File: src/rtl/wb_arbiter_pkg.sv
// ---------------------------------------------------------------------------
// wb_arbiter_pkg
// Shared definitions for the register-file write-back arbiter.
//   REG_ADDR_W / DATA_W : register address and data widths
//   REG_ZERO            : the hard-wired zero register, never written
//   wb_req_t            : one write request {valid, addr, data}
//   arb_state_e         : arbiter priority state
//   is_writable()       : true for any register that may legally be written
// ---------------------------------------------------------------------------
package wb_arbiter_pkg;

  localparam int REG_ADDR_W = 5;
  localparam int DATA_W     = 32;

  localparam logic [REG_ADDR_W-1:0] REG_ZERO = '0;

  typedef struct packed {
    logic                  valid;
    logic [REG_ADDR_W-1:0] addr;
    logic [DATA_W-1:0]     data;
  } wb_req_t;

  // ARB_NORMAL: the pipeline wins every conflict.
  // ARB_FIFO_PRIO: the FIFO head was starved, so it wins until it issues.
  typedef enum logic {
    ARB_NORMAL    = 1'b0,
    ARB_FIFO_PRIO = 1'b1
  } arb_state_e;

  function automatic logic is_writable(input logic [REG_ADDR_W-1:0] addr);
    return addr != REG_ZERO;
  endfunction

endpackage

File: src/rtl/wb_arbiter_if.sv
// ---------------------------------------------------------------------------
// wb_arbiter_if
// Bundles every bus-side signal of the write-back arbiter.
//   pipe_*        : in-order pipeline WB request and the stall back to it
//   ls_*          : long-latency (mult/div) valid/ready result channel
//   rf_*          : registered register-file write port
//   chk_addr1/2   : decode read addresses, pend1/2 the queued-write flags
//   fifo_count    : current long-latency FIFO occupancy
// Modports:
//   slave  : the arbiter itself
//   master : the surrounding core (or a testbench) driving the arbiter
// ---------------------------------------------------------------------------
interface wb_arbiter_if
  import wb_arbiter_pkg::*;
#(
  parameter int DEPTH = 2
) ();

  localparam int CNT_W = $clog2(DEPTH) + 1;

  logic                  pipe_valid;
  logic [REG_ADDR_W-1:0] pipe_addr;
  logic [DATA_W-1:0]     pipe_data;
  logic                  pipe_stall;

  logic                  ls_valid;
  logic                  ls_ready;
  logic [REG_ADDR_W-1:0] ls_addr;
  logic [DATA_W-1:0]     ls_data;

  logic                  rf_wr;
  logic [REG_ADDR_W-1:0] rf_addr;
  logic [DATA_W-1:0]     rf_data;

  logic [REG_ADDR_W-1:0] chk_addr1;
  logic [REG_ADDR_W-1:0] chk_addr2;
  logic                  pend1;
  logic                  pend2;

  logic [CNT_W-1:0]      fifo_count;

  modport slave (
    input  pipe_valid, pipe_addr, pipe_data,
    output pipe_stall,
    input  ls_valid, ls_addr, ls_data,
    output ls_ready,
    output rf_wr, rf_addr, rf_data,
    input  chk_addr1, chk_addr2,
    output pend1, pend2,
    output fifo_count
  );

  modport master (
    output pipe_valid, pipe_addr, pipe_data,
    input  pipe_stall,
    output ls_valid, ls_addr, ls_data,
    input  ls_ready,
    input  rf_wr, rf_addr, rf_data,
    output chk_addr1, chk_addr2,
    input  pend1, pend2,
    input  fifo_count
  );

endinterface

File: src/rtl/wb_arbiter_fifo.sv
// ---------------------------------------------------------------------------
// wb_fifo
// DEPTH-entry circular queue of pending long-latency register writes.
// Each slot carries its own valid bit so a newer pipeline write can kill
// older queued writes to the same register without reshuffling the queue.
// Ports:
//   clk, reset            : clock, asynchronous active-high reset
//   push, push_addr/data  : enqueue one entry at the tail
//   pop                   : retire the head slot (live or killed)
//   kill, kill_addr       : invalidate every live entry with that address
//   chk_addr1/2, match1/2 : "live entry for this register" lookups
//   head                  : head slot; head.valid is 0 if empty or killed
//   count                 : occupancy, including killed slots not yet popped
// ---------------------------------------------------------------------------
module wb_fifo
  import wb_arbiter_pkg::*;
#(
  parameter  int DEPTH = 2,
  localparam int CNT_W = $clog2(DEPTH) + 1,
  localparam int PTR_W = $clog2(DEPTH)
) (
  input  logic                  clk,
  input  logic                  reset,
  input  logic                  push,
  input  logic [REG_ADDR_W-1:0] push_addr,
  input  logic [DATA_W-1:0]     push_data,
  input  logic                  pop,
  input  logic                  kill,
  input  logic [REG_ADDR_W-1:0] kill_addr,
  input  logic [REG_ADDR_W-1:0] chk_addr1,
  input  logic [REG_ADDR_W-1:0] chk_addr2,
  output wb_req_t               head,
  output logic [CNT_W-1:0]      count,
  output logic                  match1,
  output logic                  match2
);

  logic [DEPTH-1:0]      ent_valid;
  logic [REG_ADDR_W-1:0] ent_addr [DEPTH];
  logic [DATA_W-1:0]     ent_data [DEPTH];
  logic [PTR_W-1:0]      rd_ptr;
  logic [PTR_W-1:0]      wr_ptr;

  // Storage update. Kill is applied first so that an entry pushed in the
  // same cycle as a matching pipeline write survives: the long-latency
  // value is treated as the newer one. A popped slot has its valid bit
  // cleared so the valid vector alone describes the live entries. Push and
  // pop never hit the same slot because the arbiter only pushes when not
  // full and only pops when not empty.
  always_ff @(posedge clk or posedge reset) begin
    if (reset) begin
      ent_valid <= '0;
      rd_ptr    <= '0;
      wr_ptr    <= '0;
      count     <= '0;
      for (int i = 0; i < DEPTH; i++) begin
        ent_addr[i] <= '0;
        ent_data[i] <= '0;
      end
    end else begin
      if (kill) begin
        for (int i = 0; i < DEPTH; i++) begin
          if (ent_addr[i] == kill_addr) begin
            ent_valid[i] <= 1'b0;
          end
        end
      end
      if (pop) begin
        ent_valid[rd_ptr] <= 1'b0;
        rd_ptr            <= rd_ptr + 1'b1;
      end
      if (push) begin
        ent_valid[wr_ptr] <= 1'b1;
        ent_addr[wr_ptr]  <= push_addr;
        ent_data[wr_ptr]  <= push_data;
        wr_ptr            <= wr_ptr + 1'b1;
      end
      case ({push, pop})
        2'b10:   count <= count + 1'b1;
        2'b01:   count <= count - 1'b1;
        default: count <= count;
      endcase
    end
  end

  // Pending-write lookup for decode; register zero is never pending.
  always_comb begin
    match1 = 1'b0;
    match2 = 1'b0;
    for (int i = 0; i < DEPTH; i++) begin
      if (ent_valid[i] && (ent_addr[i] == chk_addr1)) match1 = 1'b1;
      if (ent_valid[i] && (ent_addr[i] == chk_addr2)) match2 = 1'b1;
    end
    match1 = match1 && is_writable(chk_addr1);
    match2 = match2 && is_writable(chk_addr2);
  end

  assign head.valid = (count != '0) && ent_valid[rd_ptr];
  assign head.addr  = ent_addr[rd_ptr];
  assign head.data  = ent_data[rd_ptr];

endmodule

File: src/rtl/wb_arbiter.sv
// ---------------------------------------------------------------------------
// wb_arbiter
// Sole driver of the register-file write port. Chooses each cycle between
// the in-order pipeline WB stage (normally preferred) and the head of a
// small FIFO of long-latency results, and stalls the pipeline when the FIFO
// head has waited STARVE_MAX consecutive cycles.
// Parameters:
//   DEPTH      : FIFO entries (power of two, at least 2)
//   STARVE_MAX : head wait cycles before the pipeline is stalled
// Ports:
//   clk, reset : clock, asynchronous active-high reset
//   bus        : wb_arbiter_if.slave (pipe_*, ls_*, rf_*, chk/pend, count)
// Build option:
//   WB_LS_BYPASS_EN : when defined, a long-latency beat accepted while the
//   FIFO is empty and the pipeline is not writing goes straight to rf_*.
// ---------------------------------------------------------------------------
module wb_arbiter
  import wb_arbiter_pkg::*;
#(
  parameter int DEPTH      = 2,
  parameter int STARVE_MAX = 4
) (
  input  logic        clk,
  input  logic        reset,
  wb_arbiter_if.slave bus
);

  localparam int CNT_W = $clog2(DEPTH) + 1;
  localparam int STV_W = $clog2(STARVE_MAX + 1);

  localparam logic [CNT_W-1:0] FULL_CNT   = CNT_W'(DEPTH);
  localparam logic [STV_W-1:0] STARVE_LIM = STV_W'(STARVE_MAX);

  arb_state_e       state;
  logic [STV_W-1:0] starve_cnt;
  logic [STV_W-1:0] starve_next;

  wb_req_t          head;
  wb_req_t          sel_req;
  logic [CNT_W-1:0] count;
  logic             fifo_empty;
  logic             ls_ready;
  logic             ls_fire;
  logic             pipe_sel;
  logic             fifo_sel;
  logic             byp_sel;
  logic             pop;
  logic             push;
  logic             pend1;
  logic             pend2;

  wb_fifo #(
    .DEPTH(DEPTH)
  ) u_fifo (
    .clk       (clk),
    .reset     (reset),
    .push      (push),
    .push_addr (bus.ls_addr),
    .push_data (bus.ls_data),
    .pop       (pop),
    .kill      (pipe_sel),
    .kill_addr (bus.pipe_addr),
    .chk_addr1 (bus.chk_addr1),
    .chk_addr2 (bus.chk_addr2),
    .head      (head),
    .count     (count),
    .match1    (pend1),
    .match2    (pend2)
  );

  // ls_ready depends only on registered occupancy (and reset), so there is
  // no path from ls_valid; a pop in the full state cannot raise it early.
  assign ls_ready   = !reset && (count < FULL_CNT);
  assign fifo_empty = (count == '0);
  assign ls_fire    = bus.ls_valid && ls_ready;

  // Write selection. A killed head is dropped whatever else is happening,
  // so pop covers both an issued head and a silent discard.
  always_comb begin
    pipe_sel = (state == ARB_NORMAL) && bus.pipe_valid && is_writable(bus.pipe_addr);
    fifo_sel = !pipe_sel && head.valid;
    pop      = fifo_sel || (!fifo_empty && !head.valid);
`ifdef WB_LS_BYPASS_EN
    byp_sel  = ls_fire && is_writable(bus.ls_addr) && fifo_empty && !pipe_sel;
`else
    byp_sel  = 1'b0;
`endif
    push     = ls_fire && is_writable(bus.ls_addr) && !byp_sel;

    sel_req  = '0;
    if (pipe_sel) begin
      sel_req.valid = 1'b1;
      sel_req.addr  = bus.pipe_addr;
      sel_req.data  = bus.pipe_data;
    end else if (fifo_sel) begin
      sel_req = head;
    end else if (byp_sel) begin
      sel_req.valid = 1'b1;
      sel_req.addr  = bus.ls_addr;
      sel_req.data  = bus.ls_data;
    end
  end

  // Starvation counter: counts cycles a non-empty FIFO goes without a pop,
  // saturating at the limit.
  always_comb begin
    starve_next = starve_cnt;
    if (fifo_empty || pop) begin
      starve_next = '0;
    end else if (starve_cnt < STARVE_LIM) begin
      starve_next = starve_cnt + 1'b1;
    end
  end

  // Priority state: enter FIFO priority the cycle the counter reaches the
  // limit, leave it as soon as one live FIFO entry has been issued.
  always_ff @(posedge clk or posedge reset) begin
    if (reset) begin
      state      <= ARB_NORMAL;
      starve_cnt <= '0;
    end else begin
      starve_cnt <= starve_next;
      case (state)
        ARB_NORMAL:    if (starve_next == STARVE_LIM) state <= ARB_FIFO_PRIO;
        ARB_FIFO_PRIO: if (fifo_sel) state <= ARB_NORMAL;
      endcase
    end
  end

  // Registered write port: a selected write shows on rf_* for exactly one
  // cycle; address and data simply hold between writes.
  always_ff @(posedge clk or posedge reset) begin
    if (reset) begin
      bus.rf_wr   <= 1'b0;
      bus.rf_addr <= '0;
      bus.rf_data <= '0;
    end else begin
      bus.rf_wr <= sel_req.valid;
      if (sel_req.valid) begin
        bus.rf_addr <= sel_req.addr;
        bus.rf_data <= sel_req.data;
      end
    end
  end

  assign bus.pipe_stall = (state == ARB_FIFO_PRIO);
  assign bus.ls_ready   = ls_ready;
  assign bus.pend1      = pend1;
  assign bus.pend2      = pend2;
  assign bus.fifo_count = count;

endmodule

File: src/flat_wrapper.sv
// flat-port wrapper written by rule: the top's interface ports become plain ports
module wb_arbiter_flat import wb_arbiter_pkg::*;
#(
  parameter int DEPTH      = 2,
  parameter int STARVE_MAX = 4
)
  (clk, reset, bus_pipe_valid, bus_pipe_addr, bus_pipe_data, bus_pipe_stall, bus_ls_valid, bus_ls_addr, bus_ls_data, bus_ls_ready, bus_rf_wr, bus_rf_addr, bus_rf_data, bus_chk_addr1, bus_chk_addr2, bus_pend1, bus_pend2, bus_fifo_count);
  wb_arbiter_if #(.DEPTH(DEPTH)) bus_i ();
  input  logic clk;
  input  logic reset;
  input wire logic [$bits(bus_i.pipe_valid)-1:0] bus_pipe_valid;
  input wire logic [$bits(bus_i.pipe_addr)-1:0] bus_pipe_addr;
  input wire logic [$bits(bus_i.pipe_data)-1:0] bus_pipe_data;
  output wire logic [$bits(bus_i.pipe_stall)-1:0] bus_pipe_stall;
  input wire logic [$bits(bus_i.ls_valid)-1:0] bus_ls_valid;
  input wire logic [$bits(bus_i.ls_addr)-1:0] bus_ls_addr;
  input wire logic [$bits(bus_i.ls_data)-1:0] bus_ls_data;
  output wire logic [$bits(bus_i.ls_ready)-1:0] bus_ls_ready;
  output wire logic [$bits(bus_i.rf_wr)-1:0] bus_rf_wr;
  output wire logic [$bits(bus_i.rf_addr)-1:0] bus_rf_addr;
  output wire logic [$bits(bus_i.rf_data)-1:0] bus_rf_data;
  input wire logic [$bits(bus_i.chk_addr1)-1:0] bus_chk_addr1;
  input wire logic [$bits(bus_i.chk_addr2)-1:0] bus_chk_addr2;
  output wire logic [$bits(bus_i.pend1)-1:0] bus_pend1;
  output wire logic [$bits(bus_i.pend2)-1:0] bus_pend2;
  output wire logic [$bits(bus_i.fifo_count)-1:0] bus_fifo_count;
  assign bus_i.pipe_valid = bus_pipe_valid;
  assign bus_i.pipe_addr = bus_pipe_addr;
  assign bus_i.pipe_data = bus_pipe_data;
  assign bus_pipe_stall = bus_i.pipe_stall;
  assign bus_i.ls_valid = bus_ls_valid;
  assign bus_i.ls_addr = bus_ls_addr;
  assign bus_i.ls_data = bus_ls_data;
  assign bus_ls_ready = bus_i.ls_ready;
  assign bus_rf_wr = bus_i.rf_wr;
  assign bus_rf_addr = bus_i.rf_addr;
  assign bus_rf_data = bus_i.rf_data;
  assign bus_i.chk_addr1 = bus_chk_addr1;
  assign bus_i.chk_addr2 = bus_chk_addr2;
  assign bus_pend1 = bus_i.pend1;
  assign bus_pend2 = bus_i.pend2;
  assign bus_fifo_count = bus_i.fifo_count;
  wb_arbiter #(.DEPTH(DEPTH), .STARVE_MAX(STARVE_MAX)) u_core (.clk(clk), .reset(reset), .bus(bus_i));
endmodule
File: config.mk
export PLATFORM = sky130hd
export DESIGN_NAME = wb_arbiter_flat
export DESIGN_NICKNAME = d
export VERILOG_FILES = /design/src/rtl/wb_arbiter_pkg.sv /design/src/rtl/wb_arbiter_if.sv /design/src/rtl/wb_arbiter_fifo.sv /design/src/rtl/wb_arbiter.sv /design/src/flat_wrapper.sv
export SDC_FILE = /design/constraint.sdc
export NUM_CORES = 1
export LEC_CHECK = 0
export CAP_MARGIN = 0
export CORE_MARGIN = 2
export CORE_UTILIZATION = 40
export DETAILED_ROUTE_END_ITERATION = 16
export PLACE_DENSITY = 0.66
export SLEW_MARGIN = 15
export SYNTH_ARGS = -nofsm -noshare
export SYNTH_HDL_FRONTEND = slang
export SYNTH_SLANG_ARGS = --single-unit
export TNS_END_PERCENT = 100
File: constraint.sdc
create_clock -name clk -period 13.8 [get_ports clk]
set_clock_uncertainty 0.2 [all_clocks]
set_input_delay 4.14 -clock clk [delete_from_list [all_inputs] [get_ports clk]]
set_output_delay 4.14 -clock clk [all_outputs]
set_load 0.02 [all_outputs]
; After elaboration in Yosys (flattened, before gate mapping)
; Index checks and enable logic that the tools add are counted.
[totals]
regBits = 122
out_inout_bits = 44
wordCells = 107
[classes]
add_sub_neg = 5
n_lt_le_gt_ge = 9
n_eq_ne = 9
muxes = 35
bitwise_logic = 6
n_reduce_logical = 30
[ops]
columns = cell, n
row1 = two-way mux 32 bit, 4
row2 = two-way mux 38 bit, 2
row3 = bitwise mux 64 bit, 1
row4 = demux 32 bit (select 1 bit), 1
row5 = == test 5 bit, 6
row6 = two-way mux 5 bit, 4
row7 = nonzero test 5 bit, 4
row8 = logical AND 1 bit, 17
row9 = two-way mux 1 bit, 12
row10 = bitwise mux 10 bit, 1
row11 = two-way mux 2 bit, 3
row12 = two-way mux 3 bit, 2
row13 = demux 5 bit (select 1 bit), 1
row14 = ">= comparator 2 bit, second input constant", 2
row15 = logical NOT 1 bit, 4
row16 = "less-than comparator 1 x 2 -> 1 bit, second input constant", 2
row17 = inverter 1 -> 2 bit, 2
row18 = case mux 2 bit (2 select lines), 1
row19 = nonzero test 2 bit, 2
row20 = "adder 3 x 1 -> 3 bit, second input constant", 1
row21 = "== test 3 bit, second input constant", 1
row22 = "less-than comparator 3 bit, second input constant", 1
row23 = "adder 1 bit, second input constant", 2
row24 = "adder 2 x 1 -> 2 bit, second input constant", 1
row25 = 14 further kinds, 17

; Depth between registers and ports, before layout
; Gate-level depths: netlist of the first run.
[depth]
word_depth = 11
depth_mapped = 9
mapped_depth_nobuf = 7

; Modules after synthesis
; A second synthesis of the first run with hierarchy kept.
[hier_totals]
hier_cells = 427
area_unflattened_um2 = 5988.2
[by_module_without_submodules]
columns = module, instances, cells_each, area_each_um2, seq_area_each_um2
row1 = wb_fifo, 1, 271, 3848.7, 2001.9
row2 = wb_arbiter, 1, 156, 2139.6, 1051.0

; Least setup slack after synthesis of the first run
; OpenSTA, ideal clock, no wires.
[synth_path]
path_type = input to output
startpoint = in bus_chk_addr1[0]
endpoint = out bus_pend1
t_arrival_ps = 4999
setup_slack_ps = 4461
cell_stages = 4
path_buffers = 0
cell_sequence = xor2_1 nor4_1 nand3_1 a21oi_1
[synth_via]
elab_chain_len = 5
[synth_lines]
columns = element, line_no
row1 = "start, declared", flat_wrapper.sv:22  ; input wire logic [$bits(bus_i.chk_addr1)-1:0] bus_chk_addr1;
row2 = == test 5 bit, wb_arbiter_fifo.sv:91  ; if (ent_valid[i] && (ent_addr[i] == chk_addr1)) match1 = 1'b1;
row3 = logical AND 1 bit, wb_arbiter_fifo.sv:91
row4 = two-way mux 1 bit (2 in series), wb_arbiter_fifo.sv:91
row5 = logical AND 1 bit *, wb_arbiter_fifo.sv:94  ; match1 = match1 && is_writable(chk_addr1);
row6 = "end, declared", flat_wrapper.sv:24  ; output wire logic [$bits(bus_i.pend1)-1:0] bus_pend1;
; Every way passes the cells marked *; elsewhere a longest branch is shown, timed or not.

; Final worst setup path of the first run
; Same ends and word-level chain as after synthesis.

==> results.py, run 1 <==
metrics = {
    "timing": {
        "maxSlewHeadroom_pct": 33.49,
        "worst_pin_slew_ns": 0.9977,
        "finalMaxSlewViolations": 0,
        "rsz0062_at_grt": "false",
        "timing.fmax_ghz": 0.09652,
        "setup_viol": 0,
        "post-route-period-util_pct": 75.08,
        "final.setup.tns_ns": 0,
        "hold_slack_ns": 0.2972,
        "hold_viol_final": 0,
        "fin_crit_ns": 10.36,
    },
    "die": {
        "die-area_sq_um": 15640,
        "io_pins": 132,
        "start_util_pct": 40.63,
        "die_w_um": 125.0,
        "dieHeight_um": 125.0,
        "core_sq_um": 14420,
        "rows": 44,
    },
    "pwr": {
        "pwr-share-comb_pct": 36.4,
        "p_sw_w": 0.0005533,
        "ir_worst_vdd_v": 0.00009205,
        "p_leak_nw": 3.331,
        "switching_share_pct": 30.76,
        "seq_power_share_pct": 36.5,
        "pwr-share-clk_pct": 27.1,
        "p_int_w": 0.001246,
        "powerDensity_nw_per_um2": 225.0,
    },
    "logic_synthesis": {
        "synth-seq-cells": 122,
        "yosysUniqueCellTypes": 36,
        "yosys.area_share.simple_pct": 5.658,
        "yosysTopAreaCellShare_pct": 52.09,
        "ys_seq_area_share_pct": 52.09,
        "synth_top_family_by_area": "multiplexers",
        "synthXorXnorAreaFrac_pct": 5.231,
        "syn-num-nets": 550,
        "synth_compound_area_share_pct": 5.060,
        "ys_top_cells_by_area": "dfrtp_1, mux2_2, mux2i_1, mux2_4, xor2_1",
        "synth_mux_area_share_pct": 29.04,
        "ys_warn_count": 0,
        "synth_edf_count": 0,
        "synth_area_per_cell_sq_um": 12.74,
        "synth-adder-area-share_pct": 0.4270,
        "synth_common_cells": "dfrtp_1, mux2_2, o21ai_0",
        "synth_top_area_cell": "dfrtp_1",
        "synth.most_common_cell": "dfrtp_1",
        "ys.flop_type": "dfrtp_1",
        "syn_inst": 460,
        "netlist_area_sq_um": 5861,
        "ys_async_sr_fraction_pct": 100.0,
    },
    "routing": {
        "drt_iter0_markers": 152,
        "viasPerCell": 5.134,
        "drt_wl_total_um": 13480,
        "first_pass_iters": 5,
        "vias": 4035,
        "detail_route.wl_per_cell_um": 17.16,
        "route.detailed.drc": 0,
        "drt.antenna.violating_nets": 0,
    },
    "place": {
        "place_hpwl_um": 8976,
        "port-buffer-count": 131,
        "dpl_cell_area_sq_um": 7336,
        "routabilityCongestion": 0.7696,
    },
    "global_route": {
        "track_usage_pct": 18.17,
        "overflow": 0,
        "grt_pass1_vias": 4458,
        "antenna_found_initial": 0,
        "grt_max_degree": 70,
        "grt_pass1_wl_um": 22580,
    },
    "worst_setup_path": {
        "critPathTopFamily": "buffers and inverters",
        "r2r_end": "u_core.bus.rf_data[14]",
        "reg2reg_from": "u_core.u_fifo.rd_ptr",
        "cpMaxStageDelayCell": "clkdlybuf4s50_1",
        "crit_type": "in2out",
        "cp_cell_sequence": "clkdlybuf4s50_1 > xor2_1 > nor4_1 > nand3_1 > a21oi_1 > clkdlybuf4s50_1",
        "cp.depth": 6,
        "start_kind": "input port",
        "cp_max_fo": 3,
        "critPathCaptureType": "primary output",
        "crit_required_ns": 9.46,
        "worstPathBufferInverterCount": 2,
        "cp-startpoint": "bus_chk_addr1[0]",
        "ff2ff_path_depth": 5,
        "crit_arrival_ns": 6.02,
        "reg2reg_slack_ns": 10.61,
        "worstSetupEndpoint": "bus_pend1",
        "crit_path_frequent_cell": "clkdlybuf4s50_1",
        "cpPeakStageDelay_ns": 0.63,
    },
    "clock_network": {
        "root_buffer": "clkbuf_16",
        "insertion_delay_ns": 0.41,
        "cts_hold_buf": 0,
        "clock-sinks": 122,
        "max-clock-path-buffers": 2,
        "post_cts_buffers": 0,
        "post_cts_resized": 0,
        "cts_tree": "yes",
        "htree_num_levels": 4,
        "path_clk_slew_ns": 0.05,
        "cts_buffers": 17,
    },
    "final_layout": {
        "design_area_sq_um": 7996,
        "syn_to_final_growth_pct": 36.44,
        "drive_gt1_share_pct": 25.91,
        "nets": 679,
        "antenna_cells": 0,
    },
    "flow_run": {
        "drv_cap": 0,
    },
    "min_path": {
        "hold_path.class": "reg2reg",
    },
    "outcome": {
        "status": "completed",
    },
}
[worst min-delay path by stage]
stage	slack, ns	start	cells past startpoint	endpoint
after floorplan	0.27	u_core.u_fifo.ent_data[23]	1	u_core.u_fifo.ent_data[23]
after global placement	0.28	u_core.u_fifo.ent_data[4]	1	u_core.u_fifo.ent_data[4]
after detailed placement	0.29	u_core.u_fifo.ent_data[7]	1	u_core.u_fifo.ent_data[7]
after CTS	0.30	u_core.u_fifo.ent_data[15]	1	u_core.u_fifo.ent_data[15]
after global routing	0.31	u_core.u_fifo.ent_data[15]	1	u_core.u_fifo.ent_data[15]
final	0.30	u_core.u_fifo.ent_data[15]	1	u_core.u_fifo.ent_data[15]
[state kept, by name, summed over array words and instances, names as in the netlist]
signal and cells:
u_core.u_fifo.rd_ptr 1, u_core.starve_cnt 3, u_core.bus.rf_data 32, u_core.u_fifo.ent_valid 2
u_core.bus.pipe_stall 1, u_core.u_fifo.wr_ptr 1, u_core.u_fifo.ent_addr 10, u_core.u_fifo.ent_data 64
u_core.bus.rf_addr 5, u_core.bus.rf_wr 1, u_core.u_fifo.count 2
[routing by layer]
metal  global-route usage, %  vias to the layer above  share of wire [%]  wire length (um)
met2                   28.64                      108                 47              6345
li1                        -                     1886                  -                 -
met5                       0                        -                  0                 0
met3                   5.135                       21                5.2               705
met1                   23.58                     2020                 46              6154
met4                   7.712                        0                2.1               278
[layout make-up]
type / instances / area [sq um]
tap: 184 / 230.2
timing repair buffer: 136 / 1349
clock buffer: 27 / 533.0
sequential: 122 / 3054
inverter: 2 / 10.01
multi-input combinational: 310 / 2693
clock inverter: 5 / 127.6
fill: 1199 / 6427
[cell usage in the layout (no fill, tap or decap), types with 2 or more instances in the layout]
cell type        count
a21oi_1              6
buf_4                5
bufinv_16            4
clkbuf_1             3
clkbuf_16           17
clkbuf_8             7
clkdlybuf4s50_1    131
dfrtp_1            121
ha_1                 2
mux2_2              92
mux2_4              19
mux2i_1             38
nand2_1             38
nand3_1              4
nor2_1               9
nor3_1               3
nor4_1               4
o21ai_0             40
or4_1                3
xnor2_1             11
xor2_1              24
[stage by stage]
step           setup slack [ns]  power, W  utilization [%]  cells
2_1_floorplan             4.461  0.001092                -    460
3_3_place_gp              3.547  0.001295            50.86    754
3_5_place_dp              3.462  0.001320            50.86    754
4_1_cts                   3.430  0.001818            55.44    786
5_1_grt                   3.314  0.001906            55.44    786
6_report                  3.440  0.001799            55.44    786
[kinds of logic (layout without fill, tap and decap cells)]
kind of cell,after synthesis,count (layout)
buf+inv,28,170
fa+ha+maj,2,2
mux,149,149
simple gates,71,71
flops,122,122
compound gates,53,53
xor+xnor,35,35
[power by group through the flow]
stage                     logic [W]  clock network [W]  registers (W)
after global routing       0.000710           0.000515       0.000681
after floorplan            0.000435                  0       0.000657
after detailed placement   0.000658                  0       0.000662
after global placement     0.000643                  0       0.000652
after CTS                  0.000662           0.000497       0.000658
final                      0.000655           0.000487       0.000657
(Power assumes the default switching activity.)
==> run 2: changes to the inputs <==
clock period = 10.42 ns   (was 13.8 ns; I/O delays follow)
==> results.py, run 2 (synthesis gave the netlist of run 1 again) <==
metrics = {
    "die": {
        "rows": 44,
        "start_util_pct": 40.63,
        "dieHeight_um": 125.0,
        "io_pins": 132,
        "core_sq_um": 14420,
        "die_w_um": 125.0,
        "die-area_sq_um": 15640,
    },
    "place": {
        "routabilityCongestion": 0.7674,
        "dpl_cell_area_sq_um": 7336,
        "place_hpwl_um": 9159,
        "port-buffer-count": 131,
        "dp_slack_ns": 1.991,
    },
    "clock_network": {
        "insertion_delay_ns": 0.40,
        "clock-sinks": 122,
        "max-clock-path-buffers": 2,
        "post_cts_resized": 0,
        "cts_hold_buf": 0,
        "cts_tree": "yes",
        "path_clk_slew_ns": 0.05,
        "root_buffer": "clkbuf_16",
        "cts_buffers": 17,
        "htree_num_levels": 4,
        "post_cts_buffers": 0,
    },
    "flow_run": {
        "drv_cap": 0,
    },
    "final_layout": {
        "syn_to_final_growth_pct": 36.87,
        "largest_register": "u_core.u_fifo.ent_data",
        "multi_input_comb_area_sq_um": 2693,
        "largest_reg_flops": 64,
        "nFillCells": 1212,
        "design_area_sq_um": 8021,
        "final_cell_mix": "clkdlybuf4s50_1, dfrtp_1, mux2_2",
        "final_common_cell": "clkdlybuf4s50_1",
        "fin_util_pct": 55.61,
        "drive_gt1_share_pct": 26.25,
        "nets": 679,
        "top_regs": "u_core.u_fifo.ent_data (64), u_core.bus.rf_data (32), u_core.u_fifo.ent_addr (10)",
        "seq_area_sq_um": 3054,
        "antenna_cells": 0,
    },
    "routing": {
        "viasPerCell": 5.135,
        "drt.antenna.violating_nets": 0,
        "detail_route.wl_per_cell_um": 17.51,
        "drt_iter0_markers": 191,
        "drt_wl_total_um": 13760,
        "route.detailed.drc": 0,
        "vias": 4036,
        "first_pass_iters": 4,
    },
    "min_path": {
        "hold_depth": 1,
        "hold_path.class": "reg2reg",
    },
    "timing": {
        "fin_crit_ns": 8.539,
        "finalMaxSlewViolations": 0,
        "final.setup.tns_ns": 0,
        "setup_slack_ns": 1.881,
        "maxSlewHeadroom_pct": 30.92,
        "post-route-period-util_pct": 81.95,
        "rsz0062_at_grt": "false",
        "worst_pin_slew_ns": 1.036,
        "hold_slack_ns": 0.3011,
        "timing.fmax_ghz": 0.1171,
        "hold_viol_final": 0,
        "setup_viol": 0,
    },
    "worst_setup_path": {
        "crit_arrival_ns": 5.21,
        "cp_max_fo": 3,
        "ff2ff_path_depth": 5,
        "crit_required_ns": 7.09,
        "critPathCaptureType": "primary output",
        "crit_type": "in2out",
        "start_kind": "input port",
    },
    "pwr": {
        "pwr-share-comb_pct": 36.0,
        "seq_power_share_pct": 36.1,
        "switching_share_pct": 30.86,
        "p_int_w": 0.001673,
        "powerDensity_nw_per_um2": 301.6,
        "p_sw_w": 0.0007466,
        "pwr-share-clk_pct": 27.9,
        "ir_worst_vdd_v": 0.0001280,
        "p_leak_nw": 3.344,
    },
    "global_route": {
        "grt_pass1_wl_um": 23340,
        "grt_pass1_vias": 4616,
        "antenna_found_initial": 0,
        "track_usage_pct": 18.51,
        "overflow": 0,
        "grt_max_degree": 70,
    },
    "outcome": {
        "status": "completed",
    },
}
## run 2: cell type report
| cell class | instances | area share (%) |
|---|---|---|
| clock buffers | 21 | 5.865 |
| clock inverters | 11 | 2.683 |
| inverters | 2 | 0.1248 |
| multi-input cells | 310 | 33.57 |
| flip-flops and latches | 122 | 38.08 |
| well taps | 184 | 2.870 |
| repair buffers | 136 | 16.81 |
## run 2: final timing paths
path                                            startpoint                         end  slack (ns)
worst max-delay path                      bus_chk_addr1[0]                   bus_pend1        1.88
worst min-delay path            u_core.u_fifo.ent_data[27]  u_core.u_fifo.ent_data[27]        0.30
worst max register to register        u_core.u_fifo.rd_ptr      u_core.bus.rf_data[13]        7.24
worst min register to register  u_core.u_fifo.ent_data[27]  u_core.u_fifo.ent_data[27]        0.30
max in group asynchronous                            reset  u_core.u_fifo.ent_data[27]        5.69
min in group asynchronous                            reset  u_core.u_fifo.ent_valid[1]        3.02
## run 2: critical path: stages
cell	delay, ns
clkdlybuf4s50_1	0.48
xor2_1	0.19
nor4_1	0.43
nand3_1	0.16
a21oi_1	0.19
clkdlybuf4s50_1	0.64
## run 2: layer usage
metal  part of all wire, %  global-route usage [%]  up-vias
li1                      -                       -     1878
met2                    49                   31.11      103
met4                   1.0                   6.340        0
met3                   4.4                   4.493       12
met1                    46                   23.48     2043
met5                     0                       0        -
## run 2: through the flow
stage | total power, W | instances
6_report | 0.002419 | 786
5_1_grt | 0.002564 | 786
4_1_cts | 0.002448 | 786
3_5_place_dp | 0.001752 | 754
3_3_place_gp | 0.001715 | 754
2_1_floorplan | 0.001446 | 460
## run 2: power by group through the flow
stage	Clock, W	Sequential (W)	Combinational [W]
after detailed placement	0	0.000877	0.000875
final	0.000676	0.000872	0.000871
after global placement	0	0.000863	0.000852
after CTS	0.000691	0.000874	0.000883
after global routing	0.000715	0.000905	0.000944
after floorplan	0	0.000871	0.000576
==> run 3: changes to the inputs <==
PLACE_DENSITY = 0.68   (was 0.66)
clock period = 7.07 ns   (was 10.42 ns; I/O delays follow)
==> results.py, run 3 (synthesis gave the netlist of run 1 again) <==
metrics = {
    "die": {
        "die-area_sq_um": 15640,
        "dieHeight_um": 125.0,
        "die_w_um": 125.0,
        "rows": 44,
        "io_pins": 132,
        "core_sq_um": 14420,
        "start_util_pct": 40.63,
    },
    "place": {
        "place_hpwl_um": 8855,
        "routabilityCongestion": 0.7886,
        "port-buffer-count": 131,
        "dp_slack_ns": 0.7122,
    },
    "timing": {
        "rsz0062_at_grt": "false",
        "fin_crit_ns": 6.473,
        "maxSlewHeadroom_pct": 30.94,
        "setup_viol": 0,
        "setup_slack_ns": 0.5970,
        "worst_pin_slew_ns": 1.036,
        "finalMaxSlewViolations": 0,
        "final.setup.tns_ns": 0,
        "hold_viol_final": 0,
        "timing.fmax_ghz": 0.1545,
        "post-route-period-util_pct": 91.56,
    },
    "pwr": {
        "p_int_w": 0.002342,
        "pwr-share-comb_pct": 37.5,
        "p_leak_nw": 3.293,
        "ir_worst_vdd_v": 0.0001686,
        "powerDensity_nw_per_um2": 432.2,
        "pwr-share-clk_pct": 25.0,
        "switching_share_pct": 31.61,
        "p_sw_w": 0.001082,
        "seq_power_share_pct": 37.5,
    },
    "worst_setup_path": {
        "crit_arrival_ns": 4.15,
        "critPathCaptureType": "primary output",
        "cp_max_fo": 3,
        "crit_type": "in2out",
        "crit_required_ns": 4.75,
        "start_kind": "input port",
    },
    "final_layout": {
        "final_common_cell": "clkdlybuf4s50_1",
        "largest_reg_flops": 64,
        "nFillCells": 1254,
        "antenna_cells": 0,
        "drive_gt1_share_pct": 25.67,
        "largest_register": "u_core.u_fifo.ent_data",
        "nets": 679,
        "final_cell_mix": "clkdlybuf4s50_1, dfrtp_1, mux2_2",
        "top_regs": "u_core.u_fifo.ent_data (64), u_core.bus.rf_data (32), u_core.u_fifo.ent_addr (10)",
        "syn_to_final_growth_pct": 35.18,
    },
    "clock_network": {
        "post_cts_resized": 0,
        "cts_tree": "yes",
        "post_cts_buffers": 0,
        "max-clock-path-buffers": 2,
        "insertion_delay_ns": 0.40,
        "cts_hold_buf": 0,
        "clock-sinks": 122,
        "root_buffer": "clkbuf_16",
        "htree_num_levels": 4,
        "cts_buffers": 17,
        "path_clk_slew_ns": 0.05,
    },
    "routing": {
        "detail_route.wl_per_cell_um": 17.13,
        "drt_wl_total_um": 13430,
        "route.detailed.drc": 0,
        "first_pass_iters": 5,
        "drt.antenna.violating_nets": 0,
        "viasPerCell": 5.128,
        "vias": 4020,
        "drt_iter0_markers": 170,
    },
    "global_route": {
        "antenna_found_initial": 0,
        "overflow": 0,
        "grt_max_degree": 89,
        "grt_pass1_wl_um": 22430,
        "track_usage_pct": 17.98,
        "grt_pass1_vias": 4341,
    },
    "flow_run": {
        "drv_cap": 0,
    },
    "outcome": {
        "status": "completed",
    },
    "min_path": {
        "hold_path.class": "reg2reg",
    },
}
[run 3: final cells by class]
cell class	count	area (sq um)	share of cell area, %
timing repair buffer	136	1349	17.02
clock inverter	8	120.1	1.516
tap	184	230.2	2.906
sequential	122	3054	38.55
multi-input combinational	310	2693	33.99
inverter	2	12.51	0.1579
clock buffer	22	464.2	5.859
[run 3: worst paths after layout]
path,cells after the start,slack [ns],endpoint,startpoint
setup reg to reg,5,3.87,u_core.bus.rf_data[25],u_core.u_fifo.rd_ptr
hold reg to reg,1,0.30,u_core.u_fifo.ent_data[29],u_core.u_fifo.ent_data[29]
hold / removal,1,0.30,u_core.u_fifo.ent_data[29],u_core.u_fifo.ent_data[29]
min in group asynchronous,2,2.09,u_core.u_fifo.count[1],reset
max in group asynchronous,3,3.64,u_core.u_fifo.ent_data[49],reset
setup / recovery,6,0.60,bus_pend2,bus_chk_addr2[0]
[run 3: power by group through the flow]
stage                     logic (W)  registers [W]  clock network [W]
after detailed placement    0.00129        0.00129                  0
after global routing        0.00139        0.00133           0.000909
after floorplan            0.000848        0.00128                  0
after global placement      0.00126        0.00127                  0
final                       0.00128        0.00128           0.000857
after CTS                   0.00130        0.00128           0.000877
[run 3: worst max-delay path, stage by stage]
cell	delay (ns)
clkdlybuf4s50_1	0.49
xor2_1	0.19
nor4_1	0.40
nand3_1	0.16
a21oi_1	0.17
clkdlybuf4s50_1	0.62
[run 3: through the flow]
step	hold WS, ns	util [%]	power (W)	cell area (sq um)	std cells
5_1_grt	0.3139	54.93	0.003627	7923	784
6_report	0.2964	54.93	0.003424	7923	784
3_5_place_dp	0.2873	50.86	0.002579	7336	754
2_1_floorplan	0.2736	-	0.002131	5861	460
4_1_cts	0.2997	54.91	0.003459	7920	784
3_3_place_gp	0.2807	50.86	0.002528	7336	754
[run 3: routing by layer]
metal	up-vias	global-route usage, %	share of wire, %
li1	1886	-	-
met3	10	4.664	4.6
met4	0	6.405	0.87
met5	-	0	0
met2	103	29.00	49
met1	2021	23.60	46
